### src/rtl/weight_buffer.sv
// weight_buffer
//   Register-backed store of LAYER_NUM weight matrices, each
//   NEURON_NUM*NEURON_NUM signed cells of WEIGHT_CELL_WIDTH bits.
//
//   A transaction runs as follows:
//     1. A layer request is accepted in IDLE.
//     2. The selected matrix is presented on w (READ) until it is taken.
//     3. The block waits for the updated matrix on result (WAIT_WB).
//     4. That matrix is written back, done pulses, and the FSM returns to IDLE.
//   An out-of-range layer request is accepted and dropped, and layer_error
//   pulses.
//
//   Optional feature: define WEIGHT_BUFFER_ERR_DROP_EN to discard writebacks
//   flagged by result_error. The handshake still completes and done still
//   pulses. A saturating drop_count output counts the discarded writebacks.
//
// Ports
//   clk, rst                    clock, synchronous active-high reset
//   layer/layer_valid/ready     layer request handshake
//   w/w_valid/w_ready           current weights of the latched layer
//   result/result_valid/ready   updated weights to write back
//   result_error                overflow flag qualified by result_valid
//   done                        1-cycle pulse after a writeback handshake
//   layer_error                 1-cycle pulse after an out-of-range request
//   drop_count                  (WEIGHT_BUFFER_ERR_DROP_EN only) dropped writebacks

// One stored layer matrix; reset clears it, we loads it whole.
module weight_layer_reg #(
    parameter int WIDTH = 400
) (
    input  logic             clk,
    input  logic             rst,
    input  logic             we,
    input  logic [WIDTH-1:0] d,
    output logic [WIDTH-1:0] q
);
    always_ff @(posedge clk) begin
        if (rst)     q <= '0;
        else if (we) q <= d;
    end
endmodule

module weight_buffer #(
    parameter int NEURON_NUM        = 5,
    parameter int WEIGHT_CELL_WIDTH = 16,
    parameter int LAYER_NUM         = 2,
    parameter int LAYER_ADDR_WIDTH  = 2
) (
    input  logic                                              clk,
    input  logic                                              rst,
    input  logic [LAYER_ADDR_WIDTH-1:0]                       layer,
    input  logic                                              layer_valid,
    output logic                                              layer_ready,
    output logic [NEURON_NUM*NEURON_NUM*WEIGHT_CELL_WIDTH-1:0] w,
    output logic                                              w_valid,
    input  logic                                              w_ready,
    input  logic [NEURON_NUM*NEURON_NUM*WEIGHT_CELL_WIDTH-1:0] result,
    input  logic                                              result_valid,
    output logic                                              result_ready,
    input  logic                                              result_error,
`ifdef WEIGHT_BUFFER_ERR_DROP_EN
    output logic [7:0]                                        drop_count,
`endif
    output logic                                              done,
    output logic                                              layer_error
);
    localparam int MAT_W = NEURON_NUM*NEURON_NUM*WEIGHT_CELL_WIDTH;

    typedef enum logic [1:0] {IDLE, READ, WAIT_WB} state_t;

    state_t                      state, state_nxt;
    logic [LAYER_ADDR_WIDTH-1:0] lat;
    logic [LAYER_NUM-1:0][MAT_W-1:0] layer_q;
    logic [LAYER_NUM-1:0]        wr_en;

    logic layer_fire, layer_ok, wb_fire, wb_commit;

    assign layer_fire = layer_valid && layer_ready;
    assign layer_ok   = 32'(layer) < LAYER_NUM;
    assign wb_fire    = result_valid && result_ready;

`ifdef WEIGHT_BUFFER_ERR_DROP_EN
    assign wb_commit = wb_fire && !result_error;
`else
    assign wb_commit = wb_fire;
    // result_error has no function in this build.
    logic unused_result_error;
    assign unused_result_error = result_error;
`endif

    // Per-layer storage; only the latched layer can be written.
    for (genvar i = 0; i < LAYER_NUM; i++) begin : g_layer
        assign wr_en[i] = wb_commit && (lat == LAYER_ADDR_WIDTH'(i));
        weight_layer_reg #(.WIDTH(MAT_W)) u_reg (
            .clk (clk),
            .rst (rst),
            .we  (wr_en[i]),
            .d   (result),
            .q   (layer_q[i])
        );
    end

    // lat only ever holds an in-range index, and the selected matrix cannot
    // change while READ is active, so w is stable for the whole READ phase.
    always_comb begin
        w = '0;
        for (int i = 0; i < LAYER_NUM; i++)
            if (lat == LAYER_ADDR_WIDTH'(i)) w = layer_q[i];
    end

    always_comb begin
        state_nxt    = state;
        layer_ready  = 1'b0;
        w_valid      = 1'b0;
        result_ready = 1'b0;
        case (state)
            IDLE: begin
                layer_ready = 1'b1;
                if (layer_valid && layer_ok) state_nxt = READ;
            end
            READ: begin
                w_valid = 1'b1;
                if (w_ready) state_nxt = WAIT_WB;
            end
            WAIT_WB: begin
                result_ready = 1'b1;
                if (result_valid) state_nxt = IDLE;
            end
            default: state_nxt = IDLE;
        endcase
    end

    always_ff @(posedge clk) begin
        if (rst) begin
            state       <= IDLE;
            lat         <= '0;
            done        <= 1'b0;
            layer_error <= 1'b0;
        end else begin
            state       <= state_nxt;
            done        <= wb_fire;
            layer_error <= layer_fire && !layer_ok;
            if (layer_fire && layer_ok) lat <= layer;
        end
    end

`ifdef WEIGHT_BUFFER_ERR_DROP_EN
    always_ff @(posedge clk) begin
        if (rst)
            drop_count <= 8'd0;
        else if (wb_fire && result_error && drop_count != 8'hFF)
            drop_count <= drop_count + 8'd1;
    end
`endif

endmodule
### config.mk
export PLATFORM = sky130hd
export DESIGN_NAME = weight_buffer
export DESIGN_NICKNAME = d
export VERILOG_FILES = /design/src/rtl/weight_buffer.sv
export SDC_FILE = /design/constraint.sdc
export NUM_CORES = 2
export LEC_CHECK = 0
export ABC_AREA = 1
export BUFFER_PORTS_ARGS = -buffer_cell sky130_fd_sc_hd__buf_2
export CAP_MARGIN = 20
export CORE_AREA = 2 2 313 315
export CTS_CLUSTER_SIZE = 40
export DETAILED_ROUTE_END_ITERATION = 7
export DIE_AREA = 0 0 315 317
export GPL_ROUTABILITY_DRIVEN = 1
export HOLD_SLACK_MARGIN = 0.03
export SLEW_MARGIN = 20
export SYNTH_ARGS = -nofsm -noshare
export SYNTH_HDL_FRONTEND = slang
export SYNTH_SLANG_ARGS = --single-unit
### constraint.sdc
create_clock -name clk -period 2.1 [get_ports clk]
set_input_delay 0.525 -clock clk [delete_from_list [all_inputs] [get_ports clk]]
set_output_delay 0.525 -clock clk [all_outputs]
set_load 0.03 [all_outputs]
==> impl_metrics.csv <==
group,metric,value,unit
timing,tightestPinTransition,0.532,ns
min_path,hold_class,"in2reg",
timing,fin_crit,2.57,ns
logic_synthesis,synthXorXnorAreaFrac,0,
route,drt-pass1-iter-count,5,
global_routing,grtUsageMet1,0.280,
worst_setup_path,reg2reg_from,"lat[0]",
global_routing,grt_use_met3,0.0432,
timing,relSlewSlack,0.644,
timing,drv_slew,0,
outcome,outcome,"complete, but fails checks",
clock_tree,path_clk_slew,0.06,ns
worst_setup_path,startpoint_type,"flip-flop",
timing,setup_viol,670,
global_routing,grt_first_pass_wirelength,184000,microns
worst_setup_path,end_kind,"output pin",
timing,setup_ws,-0.467,ns
logic_synthesis,synth.distinct_cells,19,
route,vias,39000,
worst_setup_path,setup.worst_path.start,"lat[1]",
logic_synthesis,syn_nets,6486,
logic_synthesis,synthMuxAreaShare,0,
die,fp.dieW,315,microns
global_routing,grt_use_total,0.229,
worst_setup_path,cp_slowest_cell,"dfxtp_4",
die,fp.dieH,317,microns
final_layout,drive_above_1_share,0.216,
global_routing,grt_max_degree,84,
power,peakVddDrop,0.000641,V
logic_synthesis,synth_top_family_by_area,"simple AND/OR/NAND/NOR gates",
global_routing,grt_overflow,0,
logic_synthesis,synth_cells,6078,
route,antenna_left,0,
place,dp_hpwl,79500,microns
power,powerDensity,686,nW/um^2
worst_setup_path,ff2ff_setup_slack,-0.16,ns
logic_synthesis,synth_compound_area_frac,0.000392,
die,die-area,99900,sq um
worst_setup_path,path_buf_inv,6,
route,drc,0,
clock_tree,cts.sinks,806,
clock_tree,clk_latency,0.67,ns
timing,hold_violations,0,
clock_tree,hold_buffers,0,
place,preCtsSetupSlack,0.110,ns
worst_setup_path,crit_required,1.57,ns
logic_synthesis,ys_seq_area_frac,0.421,
timing,clock_skew,0.0333,ns
clock_tree,cts_tree,"built",
worst_setup_path,crit_path_max_fanout,7,
final_layout,final_cell_mix,"1,862 x nand2_1, 1,607 x nor2_1, 804 x dfxtp_1",
logic_synthesis,yosys_warnings,0,
timing,tns,-164.11,ns
final_layout,finalNetCount,7232,
worst_setup_path,max_stage_delay,0.43,ns
worst_setup_path,crit_chain,"inv_16 > buf_16 > buf_12 > buf_12 > buf_16 > nand3_1 > nand2_1 > buf_6",
place,routabilityCongestion,0.827,
timing,max_freq,390,MHz
die,rows,114,
logic_synthesis,synth_fa_ha_area_frac,0,
worst_setup_path,cp_top_family,"buffers and inverters",
route,initialDrtViolationCount,2616,
global_routing,grt_pass1_vias,33600,
die,initial_core_util,0.398,
die,core,96300,sq um
outcome,violations,"negative setup slack",
global_routing,antenna_found_initial,18,
global_routing,use_met2,0.389,
flow_run,cap_violations,0,
power,p_leak,25.2,nW
logic_synthesis,synth_area_per_cell,6.30,sq um
timing,rsz0062_at_grt,"true",
clock_tree,clockRootBuffer,"clkbuf_16",
worst_setup_path,critPathKind,"reg2out",
logic_synthesis,ys_seq_elements,806,
place,port_buffers,811,
logic_synthesis,yosys.area_share.simple,0.461,
route,via_per_inst,4.77,
clock_tree,htreeDepth,3,
final_layout,syn2layout_area_growth,35.0,%
timing,min_period_over_period,1.22,
route,wire_per_inst,16.0,microns
die,io_pins,813,
route,routed_wl,131000,microns
worst_setup_path,r2r_end,"g_layer[0].u_reg.q[173]",
worst_setup_path,crit_end,"w[177]",
global_routing,busiest_layer,"met2",
clock_tree,cts_made_buffers,91,
final_layout,final_common_cell,"nand2_1",
clock_tree,cts_buffer_depth,3,
worst_setup_path,crit_arrival,2.04,ns
logic_synthesis,netlist_area,38300,sq um
worst_setup_path,cp.depth,8,
worst_setup_path,reg2reg_depth,12,
[cell usage after synthesis (all sizes together)]
library cell / instances / share of area
nand2: 2005 / 0.20
nor2: 1609 / 0.16
dfxtp: 806 / 0.42
nand3: 803 / 0.11
inv: 409 / 0.040
clkbuf: 257 / 0.025
buf: 185 / 0.052
a21oi: 2 / 0.00026
nor3: 1 / 0.00013
o21ai: 1 / 0.00013
[worst min-delay path by stage]
stage / endpoint / cells past startpoint / slack (ns) / from
2_1_floorplan: g_layer[0].u_reg.q[0] / 2 / 0.45 / g_layer[0].u_reg.q[0]
3_3_place_gp: g_layer[1].u_reg.q[288] / 2 / 0.46 / g_layer[1].u_reg.q[288]
3_5_place_dp: g_layer[1].u_reg.q[312] / 2 / 0.47 / g_layer[1].u_reg.q[312]
4_1_cts: state[1] / 3 / 0.08 / w_ready
5_1_grt: layer_error / 3 / 0.15 / layer_valid
6_report: state[1] / 3 / 0.15 / w_ready
[power by group]
group / internal (mW) / total [mW] / switching, mW
clock: 9.73 / 16.3 / 6.55
combinational: 1.45 / 3.63 / 2.18
sequential: 15.5 / 15.5 / 0.0902
total: 26.6 / 35.5 / 8.82
[state kept, by name, indices dropped and copies added, names as in the netlist]
register and flops:
lat 2, state 2, layer_error 1, done 1, g_layer.u_reg.q 800
[kinds of logic (layout without fill, tap and decap cells)]
group,count (synthesis),in the layout
other cells,0,8
compound gates,3,3
flops,806,806
buf+inv,851,1667
simple gates,4418,4418
[worst register-to-register path, cell delays in order, from the launching register on]
cell and delay, ns:
dfxtp_4 0.38, inv_8 0.09, buf_6 0.16, clkbuf_16 0.17, clkbuf_16 0.16, buf_4 0.12
nand2_2 0.08, nor2_8 0.15, buf_12 0.23, buf_12 0.35, nand2_1 0.14, nand2_1 0.09
nor2_1 0.04
[per-layer routing]
metal / share of wire / up-vias / routed length (microns)
met1: 0.41 / 17800 / 53600
met4: 0.043 / 14 / 5660
met5: 0.00070 / - / 92
li1: - / 19900 / -
met3: 0.060 / 256 / 7870
met2: 0.49 / 1100 / 63300
[what timing repair did]
action	4_1_cts	5_1_grt
gates resized for setup	367	668
pin swaps	31	67
cloned	22	53
hold endpoints to repair	0	0
setup endpoints to repair	403	488
setup buffers	31	18
[final cells by class]
cell class | count | area, sq um
flip-flops and latches | 806 | 16100
repair buffers | 1094 | 10700
well taps | 1276 | 1600
fillers | 9607 | 44600
multi-input cells | 4421 | 18700
diodes | 8 | 20.0
clock buffers | 142 | 2840
inverters | 409 | 1570
repair inverters | 1 | 8.76
clock inverters | 21 | 216
[metrics by stage]
step	cells	cell area (sq um)	utilization	power, mW	hold slack, ns
final	8178	51700	0.537	35.5	0.151
after CTS	8104	48600	0.505	35.4	0.0838
after floorplan	6078	38300	-	17.6	0.454
after global placement	7888	43300	0.449	18.8	0.462
after detailed placement	7888	43300	0.449	18.8	0.470
after global routing	8176	51700	0.537	36.7	0.149
Note: power is estimated with default switching activity, not from simulation.
